[config.mk]
export PLATFORM = sky130hd
export DESIGN_NAME = riscv_core_lsu
export DESIGN_NICKNAME = d
export VERILOG_FILES = /design/src/rtl/riscv_core_pkg.sv /design/src/rtl/riscv_core_lsu_align.sv /design/src/rtl/riscv_core_lsu.sv
export SDC_FILE = /design/constraint.sdc
export NUM_CORES = 1
export LEC_CHECK = 0
export BUFFER_PORTS_ARGS = -buffer_cell sky130_fd_sc_hd__buf_4
export CAP_MARGIN = 20
export CORE_MARGIN = 2
export CORE_UTILIZATION = 40
export CTS_CLUSTER_SIZE = 20
export DETAILED_ROUTE_END_ITERATION = 12
export GPL_TIMING_DRIVEN = 0
export HOLD_SLACK_MARGIN = 0.06
export PLACE_DENSITY = 0.61
export SLEW_MARGIN = 15
export SYNTH_ARGS = -nofsm -noshare
export SYNTH_HDL_FRONTEND = slang
export SYNTH_HIERARCHICAL = 1
export SYNTH_SLANG_ARGS = --single-unit
[constraint.sdc]
create_clock -name i_lsu_clk -period 3.9 [get_ports i_lsu_clk]
set_input_delay 0.975 -clock i_lsu_clk [delete_from_list [all_inputs] [get_ports i_lsu_clk]]
set_output_delay 0.975 -clock i_lsu_clk [all_outputs]
set_load 0.005 [all_outputs]
[src/rtl/riscv_core_pkg.sv]
// Shared types and constants for the RV64 core load/store path.
package riscv_core_pkg;

  localparam int XLEN = 64;
  localparam int BE_W = 8;

  typedef enum logic [2:0] {
    IDLE,
    REQ0,
    RSP0,
    REQ1,
    RSP1,
    DONE
  } lsu_state_e;

  typedef enum logic [1:0] {
    BYTE,
    HALF,
    WORD,
    DOUBLE
  } lsu_size_e;

  // Right-justified byte mask covering an access of the given size.
  function automatic logic [BE_W-1:0] size_mask(input lsu_size_e size);
    case (size)
      BYTE:    return 8'h01;
      HALF:    return 8'h03;
      WORD:    return 8'h0F;
      default: return 8'hFF;
    endcase
  endfunction

endpackage

[src/rtl/riscv_core_lsu_align.sv]
// Combinational lane logic for the LSU: byte enables and store shifts for
// both beats, plus load-beat merge and sign/zero extension.
module riscv_core_lsu_align
  import riscv_core_pkg::*;
(
  input  lsu_size_e        size_i,
  input  logic [2:0]       off_i,
  input  logic             ldext_i,
  input  logic [XLEN-1:0]  wdata_i,
  input  logic [XLEN-1:0]  beat0_i,
  input  logic [XLEN-1:0]  beat1_i,
  output logic [BE_W-1:0]  be0_o,
  output logic [BE_W-1:0]  be1_o,
  output logic [XLEN-1:0]  wdata0_o,
  output logic [XLEN-1:0]  wdata1_o,
  output logic [XLEN-1:0]  rdata_o
);

  logic [5:0]        bit_shift;
  logic [2*BE_W-1:0] be_wide;
  logic [2*XLEN-1:0] wdata_wide;
  logic [2*XLEN-1:0] rd_cat;
  logic [XLEN-1:0]   merged;
  logic              sext;

  assign bit_shift = {off_i, 3'b000};

  // Shifting across a double-width window yields beat 0 in the low half and
  // the spill-over for beat 1 in the high half.
  assign be_wide    = {8'h00, size_mask(size_i)} << off_i;
  assign wdata_wide = {{XLEN{1'b0}}, wdata_i} << bit_shift;

  assign be0_o    = be_wide[BE_W-1:0];
  assign be1_o    = be_wide[2*BE_W-1:BE_W];
  assign wdata0_o = wdata_wide[XLEN-1:0];
  assign wdata1_o = wdata_wide[2*XLEN-1:XLEN];

  assign rd_cat = {beat1_i, beat0_i};

  for (genvar gi = 0; gi < BE_W; gi++) begin : g_lane
    assign merged[8*gi +: 8] = rd_cat[8*(32'(off_i) + gi) +: 8];
  end

  assign sext = ~ldext_i;

  always_comb begin
    rdata_o = merged;
    case (size_i)
      BYTE:    rdata_o = {{(XLEN-8){sext & merged[7]}},   merged[7:0]};
      HALF:    rdata_o = {{(XLEN-16){sext & merged[15]}}, merged[15:0]};
      WORD:    rdata_o = {{(XLEN-32){sext & merged[31]}}, merged[31:0]};
      default: rdata_o = merged;
    endcase
  end

endmodule

[src/rtl/riscv_core_lsu.sv]
// RV64 load/store unit: req/gnt/rvalid data-memory master with lane alignment.
// RISCV_CORE_LSU_MISALIGN_EN enables two-beat splitting of 8-byte-crossing accesses.
module riscv_core_lsu
  import riscv_core_pkg::*;
(
  input  logic             i_lsu_clk,
  input  logic             i_lsu_rst_n,
  input  logic             i_lsu_valid,
  output logic             o_lsu_ready,
  input  logic             i_lsu_memwrite,
  input  logic [1:0]       i_lsu_size,
  input  logic             i_lsu_ldext,
  input  logic [XLEN-1:0]  i_lsu_addr,
  input  logic [XLEN-1:0]  i_lsu_wdata,
  output logic             o_lsu_busy,
  output logic             o_lsu_done,
  output logic [XLEN-1:0]  o_lsu_rdata,
  output logic             o_lsu_misaligned,
  output logic             o_lsu_mem_req,
  input  logic             i_lsu_mem_gnt,
  output logic [XLEN-1:0]  o_lsu_mem_addr,
  output logic             o_lsu_mem_we,
  output logic [BE_W-1:0]  o_lsu_mem_be,
  output logic [XLEN-1:0]  o_lsu_mem_wdata,
  input  logic             i_lsu_mem_rvalid,
  input  logic [XLEN-1:0]  i_lsu_mem_rdata
);

  lsu_state_e      state_q, state_d;
  logic            we_q;
  lsu_size_e       size_q;
  logic            ldext_q;
  logic [2:0]      off_q;
  logic            cross_q;
  logic            mis_q;
  logic [XLEN-1:0] wdata_q;
  logic [XLEN-1:0] mem_addr_q;
  logic            mem_we_q;
  logic [BE_W-1:0] mem_be_q;
  logic [XLEN-1:0] mem_wdata_q;
  logic [XLEN-1:0] beat0_q;
  logic [XLEN-1:0] beat1_q;

  logic            idle;
  logic            accept;
  lsu_size_e       size_sel;
  logic [2:0]      off_sel;
  logic [XLEN-1:0] wdata_sel;
  logic            cross_in;
  logic            mis_in;
  logic [BE_W-1:0] be0, be1;
  logic [XLEN-1:0] wdata0, wdata1, ld_result;

  assign idle   = (state_q == IDLE);
  assign accept = idle & i_lsu_valid;

  // Beat-0 lanes come from the live request while idle; afterwards the
  // latched request drives beat 1 and the load merge.
  assign size_sel  = idle ? lsu_size_e'(i_lsu_size) : size_q;
  assign off_sel   = idle ? i_lsu_addr[2:0] : off_q;
  assign wdata_sel = idle ? i_lsu_wdata : wdata_q;

`ifdef RISCV_CORE_LSU_MISALIGN_EN
  logic [3:0] n_sel;
  assign n_sel    = 4'd1 << size_sel;
  assign cross_in = ({1'b0, off_sel} + n_sel) > 4'd8;
  assign mis_in   = 1'b0;
`else
  assign cross_in = 1'b0;
  always_comb begin
    mis_in = 1'b0;
    case (size_sel)
      HALF:    mis_in = off_sel[0];
      WORD:    mis_in = |off_sel[1:0];
      DOUBLE:  mis_in = |off_sel;
      default: mis_in = 1'b0;
    endcase
  end
`endif

  riscv_core_lsu_align u_align (
    .size_i   (size_sel),
    .off_i    (off_sel),
    .ldext_i  (ldext_q),
    .wdata_i  (wdata_sel),
    .beat0_i  (beat0_q),
    .beat1_i  (beat1_q),
    .be0_o    (be0),
    .be1_o    (be1),
    .wdata0_o (wdata0),
    .wdata1_o (wdata1),
    .rdata_o  (ld_result)
  );

  always_ff @(posedge i_lsu_clk or negedge i_lsu_rst_n) begin
    if (!i_lsu_rst_n) begin
      state_q <= IDLE;
    end else begin
      state_q <= state_d;
    end
  end

  always_comb begin
    state_d = state_q;
    case (state_q)
      IDLE: begin
        if (i_lsu_valid) begin
          state_d = mis_in ? DONE : REQ0;
        end
      end
      REQ0: begin
        if (i_lsu_mem_gnt) begin
          if (!we_q) begin
            state_d = RSP0;
          end else begin
            state_d = cross_q ? REQ1 : DONE;
          end
        end
      end
      RSP0: begin
        if (i_lsu_mem_rvalid) begin
          state_d = cross_q ? REQ1 : DONE;
        end
      end
`ifdef RISCV_CORE_LSU_MISALIGN_EN
      REQ1: begin
        if (i_lsu_mem_gnt) begin
          state_d = we_q ? DONE : RSP1;
        end
      end
      RSP1: begin
        if (i_lsu_mem_rvalid) begin
          state_d = DONE;
        end
      end
`endif
      DONE:    state_d = IDLE;
      default: state_d = IDLE;
    endcase
  end

  always_ff @(posedge i_lsu_clk or negedge i_lsu_rst_n) begin
    if (!i_lsu_rst_n) begin
      we_q        <= 1'b0;
      size_q      <= BYTE;
      ldext_q     <= 1'b0;
      off_q       <= 3'd0;
      cross_q     <= 1'b0;
      mis_q       <= 1'b0;
      wdata_q     <= '0;
      mem_addr_q  <= '0;
      mem_we_q    <= 1'b0;
      mem_be_q    <= '0;
      mem_wdata_q <= '0;
      beat0_q     <= '0;
      beat1_q     <= '0;
    end else begin
      if (accept) begin
        we_q    <= i_lsu_memwrite;
        size_q  <= lsu_size_e'(i_lsu_size);
        ldext_q <= i_lsu_ldext;
        off_q   <= i_lsu_addr[2:0];
        cross_q <= cross_in;
        mis_q   <= mis_in;
        wdata_q <= i_lsu_wdata;
        // A faulting access never reaches the bus, so its fields stay put.
        if (!mis_in) begin
          mem_addr_q  <= {i_lsu_addr[XLEN-1:3], 3'b000};
          mem_we_q    <= i_lsu_memwrite;
          mem_be_q    <= be0;
          mem_wdata_q <= wdata0;
        end
      end
      if ((state_q == REQ0) && i_lsu_mem_gnt && cross_q) begin
        mem_addr_q  <= mem_addr_q + 64'd8;
        mem_be_q    <= be1;
        mem_wdata_q <= wdata1;
      end
      if ((state_q == RSP0) && i_lsu_mem_rvalid) begin
        beat0_q <= i_lsu_mem_rdata;
      end
      if ((state_q == RSP1) && i_lsu_mem_rvalid) begin
        beat1_q <= i_lsu_mem_rdata;
      end
    end
  end

  assign o_lsu_ready     = idle;
  assign o_lsu_busy      = ~idle | i_lsu_valid;
  assign o_lsu_done      = (state_q == DONE);
  assign o_lsu_mem_req   = (state_q == REQ0) | (state_q == REQ1);
  assign o_lsu_mem_addr  = mem_addr_q;
  assign o_lsu_mem_we    = mem_we_q;
  assign o_lsu_mem_be    = mem_be_q;
  assign o_lsu_mem_wdata = mem_wdata_q;
  assign o_lsu_rdata     = (o_lsu_done & ~we_q & ~mis_q) ? ld_result : '0;

`ifdef RISCV_CORE_LSU_MISALIGN_EN
  assign o_lsu_misaligned = 1'b0;
`else
  assign o_lsu_misaligned = o_lsu_done & mis_q;
`endif

endmodule

Yosys cells after proc, flatten, opt, wreduce, memory -nomap -nowiden
Cells that the tools add are included.
W data, S select, Z words.
- add/sub/neg operators: 7
- eq/ne operators: 11
- shift operators: 10
- multiplexer cells: 19
- bitwise operators: 14
- reduce and logical (&&, ||, !) cells: 8
- operators with widths (kind ; number):
    $shiftx A128 B33 Y8 ; 7
    $mux W64 ; 6
    $pmux W64 S3 ; 1
    $shiftx A128 B7 Y8 ; 1
    $shl A64 B6 Y64 ; 1
    $pmux W8 S3 ; 1
    $mux W3 ; 6
    $add A3 B3 Y4 const B ; 4
    $mux W8 ; 2
    $pmux W3 S3 ; 1
    $add A3 B2 Y4 const B ; 2
    $shl A8 B3 Y8 ; 1
    $and A1 B1 Y1 ; 7
    $eq A3 B2 Y1 const B ; 2
    $eq A3 B3 Y1 const B ; 2
    $ne A2 B2 Y1 const B ; 3
    $not A1 Y1 ; 5
    $add A3 B1 Y4 const B ; 1
    $eq A2 B2 Y1 const B ; 2
    $eq A3 B1 Y1 const B ; 1
    $logic_not A3 Y1 ; 1
    $pmux W1 S3 ; 1
    $reduce_and A3 Y1 ; 1
    $reduce_or A3 Y1 ; 1
    7 further kinds ; 9
- bits in registers: 340
- input port bits: 201
- output and inout port bits: 206
- logic and storage cells: 82

Longest topological paths before layout
- depth in word-level cells: 7
- depth in mapped cells: 14
- gate-level depth less buffers: 8

Cells and area by module
The synthesis kept the hierarchy.
- by module, submodules not included (module ; cells an instance ; instances ; area each (sq um)):
    riscv_core_lsu ; 891 ; 1 ; 14069.7
    riscv_core_lsu_align ; 826 ; 1 ; 6180.9

Least setup slack after synthesis
Ideal clock, no wire load.
- path kind: register -> output
- from: reg state_q[1]
- to: out o_lsu_rdata[58]
- path slack: 0.104 ns
- buffers on the path: 6
- stages on the path, launching flop included: 13
- arrival: 2.821 ns
- cells stage by stage: dfrtp_1 > buf_2 > nor3_4 > buf_2 > buf_2 > mux2_2 > buf_2 > or3_1 > a2111o_1 > buf_2 > buf_6 > nand4_1 > and2_1
- RTL lines (element ; RTL line ; RTL):
    start: declaration ; riscv_core_lsu.sv:29 ; lsu_state_e state_q, state_d;
    start signal: assignment ; riscv_core_lsu.sv:99 ; state_q <= state_d;
    $logic_not A3 Y1 * ; riscv_core_lsu.sv:54 ; assign idle = (state_q == IDLE);
    named net o_lsu_ready ; riscv_core_lsu.sv:9 ; output logic o_lsu_ready,
    $mux W2 * ; riscv_core_lsu.sv:59 ; assign size_sel = idle ? lsu_size_e'(i_lsu_size) : size_q;
    named net size_sel[0] ; riscv_core_lsu.sv:46 ; lsu_size_e size_sel;
    $eq A2 B2 Y1, or another cell as far along ; riscv_core_lsu_align.sv:48 ; case (size_i)
    $pmux W64 S3 * ; riscv_core_lsu_align.sv:48 ;
    named net ld_result[58] ; riscv_core_lsu.sv:52 ; logic [XLEN-1:0] wdata0, wdata1, ld_result;
    $mux W64 * ; riscv_core_lsu.sv:196 ; assign o_lsu_rdata = (o_lsu_done & ~we_q & ~mis_q) ? ld_result : '0;
    end: declaration ; riscv_core_lsu.sv:17 ; output logic [XLEN-1:0] o_lsu_rdata,
Mark *: on every way through the listed nets, which the timed path passes. The rest lies on a longest branch.

Final worst setup path
- from: reg state_q[2]
- to: out o_lsu_rdata[55]
- word-level cells in the longest chain between the ends: 7
- RTL lines (element ; RTL line ; RTL):
    $logic_not A3 Y1 * ; riscv_core_lsu.sv:54 ;
    $mux W3 * ; riscv_core_lsu.sv:60 ; assign off_sel = idle ? i_lsu_addr[2:0] : off_q;
    named net off_sel[0] ; riscv_core_lsu.sv:47 ; logic [2:0] off_sel;
    $add A3 B2 Y4 or $add A3 B1 Y4 (tied branches) ; riscv_core_lsu_align.sv:41 ; assign merged[8*gi +: 8] = rd_cat[8*(32'(off_i) + gi) +: 8];
    $shiftx A128 B33 Y8 ; riscv_core_lsu_align.sv:41 ;
    $and A1 B1 Y1 (on tied branches) ; riscv_core_lsu_align.sv:51, riscv_core_lsu_align.sv:50 ;
    $pmux W64 S3 * ; riscv_core_lsu_align.sv:48 ;
    named net ld_result[55] ; riscv_core_lsu.sv:52 ;
    $mux W64 * ; riscv_core_lsu.sv:196 ;
Marked as above.

==> key figures <==
Power
  • Internal: 15.72 mW
  • Power, Total: 27.61 mW
  • Switching Share: 0.4308
  • Logic pwr share: 0.625
  • Reg power frac: 0.242
  • Pwr dens: 1070 nW/µm²
  • Clock share of power: 0.134
  • Max VDD drop: 0.4441 mV
  • Sw Pwr: 11.89 mW
  • Leak: 12.10 nW

Timing
  • Final setup vio count: 63
  • Final Skew: 13.00 ps
  • RSZ-0062 raised after global routing: true
  • Worst Slack Setup Final: -697.0 ps
  • Final critical-path required period: 4597 ps
  • Hold slack: 377.3 ps
  • Final period util: 1.179
  • Slew HR: 0.2964
  • Worst slew pin tran: 1054 ps
  • F_max: 0.2175 GHz
  • Final Hold Vio Count: 0
  • Setup TNS: -35540 ps
  • Fin. max-slew vios: 0

GRT
  • Largest net degree at the start of global routing: 104
  • Global-route wire length before repair: 108100 µm
  • GR Overflow Total: 0
  • Antenna violations before repair: 0
  • Global Route Usage Sum: 0.2990
  • Vias in the first global route: 15820

Clock tree
  • Htree depth: 2
  • Root buffer cell: clkbuf_16
  • Number of buffers created by CTS: 39
  • Max Buffers Root-to-Sink: 3
  • CTS sink cnt: 329
  • CTS tree: built
  • Clock slew at reported path FFs: 60 ps
  • Skew-Pair Late Insertion Delay: 550 ps

Setup path
  • Worst EP arrival: 3620 ps
  • Crit path max-delay cell type: dfrtp_1
  • Delay-heaviest family, CP: buffers and inverters
  • Worst Setup Path Type: flop to primary output
  • Crit start category: flop
  • Worst setup EP type: primary output
  • Critical path's largest stage delay: 370 ps
  • Buffers & Inverters on Critical Path: 7
  • Critical Path RT: 2920 ps
  • Max FO, Critical Path: 10
  • Crit path cell chain: buf_6 -> nor3_4 -> buf_12 -> mux2_4 -> buf_12 -> buf_6 -> buf_8 -> buf_8 -> mux2i_1 -> mux2i_1 -> a32oi_2 -> nand4_1 -> and2_1 -> buf_4

Detailed routing
  • Antenna-violating nets left: 0
  • Avg WL per Cell: 27.99 µm
  • Detailed-router iteration count before antenna repair: 6
  • Remaining DRCs: 0
  • Post-DR vias/cell: 5.707
  • DR iter-0 viols: 1188
  • Total number of vias: 15400
  • DRT Wirelength: 75510 µm

Final layout
  • Non-Filler Instances: 2698
  • Area occupied by multi-input gates: 10720 µm²
  • Synthesis-to-layout area growth: 34.05%
  • Utilization after layout: 0.5416
  • Register Area: 8233 µm²
  • Share of layout cells above drive strength 1: 0.5768
  • Finished Cell Area: 25800 µm²
  • Fill count: 4166
  • Nets: 2257

Run status
  • Failing checks: setup timing
  • Status: finished, violations left

Place
  • Port bufs: 403
  • GPL Wtd Cong: 1.003
  • Cell Area, Placed: 23140 µm²
  • Final HPWL DP: 59080 µm
  • Worst slack at placement: -1189 ps
  • Cells after DPL: 2597

Floorplan
  • Die Ht: 223.4 µm
  • Die area: 49890 µm²
  • Row count: 80
  • Core Box Area: 47650 µm²
  • Initial Util: 0.4040
  • Die width: 223.4 µm
  • Io pins: 407

Min path
  • Min-delay worst type: input pin to asynchronous set/reset pin

Synthesis
  • Syn Inst Count: 1574
  • Synthesized cell area: 19250 µm²
  • Avg Cell Area, Syn: 12.23 µm²
  • Ys Warns: 6

Job
  • Max_cap viols: 0
==> final timing paths <==
| path | from | to | slack, ps | cells after the start |
|---|---|---|---|---|
| worst max register to register | state_q[2] | o_lsu_mem_wdata[63] | 410 | 12 |
| min in group i_lsu_clk | o_lsu_mem_be[6] | o_lsu_mem_be[6] | 500 | 1 |
| worst min-delay path | i_lsu_rst_n | o_lsu_mem_addr[57] | 380 | 1 |
| max in group asynchronous | i_lsu_rst_n | beat1_q[50] | 2250 | 3 |
| worst max-delay path | state_q[2] | o_lsu_rdata[55] | -700 | 14 |
| worst min register to register | o_lsu_mem_be[6] | o_lsu_mem_be[6] | 500 | 1 |
==> state kept, by name, indices dropped and copies added (netlist names) <==
register and cells:
size_q 2, o_lsu_mem_wdata 64, beat0_q 64, off_q 3, wdata_q 64, ldext_q 1, we_q 1, beat1_q 56
o_lsu_mem_be 8, o_lsu_mem_we 1, o_lsu_mem_addr 61, state_q 3, mis_q 1
==> metal layers <==
| metal | global-route usage | routed length, µm | vias up |
|---|---|---|---|
| met5 | 0 | 0 | - |
| met4 | 0.1544 | 4318 | 0 |
| met3 | 0.04070 | 4159 | 172 |
| met2 | 0.4910 | 36070 | 657 |
| met1 | 0.3871 | 30970 | 7871 |
| li1 | - | - | 6697 |
==> layout by cell type, fill, tap and decap left out, types with 17 or more instances in the layout <==
master       n
buf_4      411
clkbuf_16   44
mux4_2      44
mux2_4      50
buf_6       50
mux2_1      20
nor2_1      61
mux2_2     367
a21oi_1     22
nand2_1    122
nand4_1     33
buf_2       42
mux2i_2     17
and2_1      41
mux2i_1    115
and2_4      37
dfrtp_1    329
clkbuf_1    25
==> worst register-to-register path: stages, from the launching register on <==
cell       delay (ps)
dfrtp_1           370
buf_6             120
nor3_4            210
buf_4             140
buf_4             100
bufbuf_16         240
buf_4             170
buf_2             270
mux2_2            430
mux2i_1           660
mux4_2            370
inv_1              40
mux2_2            250
==> power by group through the flow <==
stage	combinational [mW]	clock (mW)	sequential [mW]
floorplan	9.84	0	5.96
global placement	15.1	0	6.55
detailed placement	15.1	0	6.63
CTS	16.3	3.79	6.63
global route	18.0	3.92	6.85
finish	17.2	3.70	6.67
==> cell type report <==
class | instances | area share
multi-input cells | 1093 | 0.4154
diodes | 1 | 0.00009698
clock buffers | 53 | 0.04257
repair buffers | 440 | 0.1428
flip-flops and latches | 329 | 0.3191
well taps | 615 | 0.02982
plain buffers | 140 | 0.04126
clock inverters | 14 | 0.007128
inverters | 13 | 0.001891
==> repair_timing <==
action	CTS	global route
cloned	6	6
endpoints found under the setup margin	84	64
setup buffers	17	4
resized for setup	177	96
hold buffers	0	0
pin swaps	12	18
Note: power is estimated with default switching activity, not from simulation.
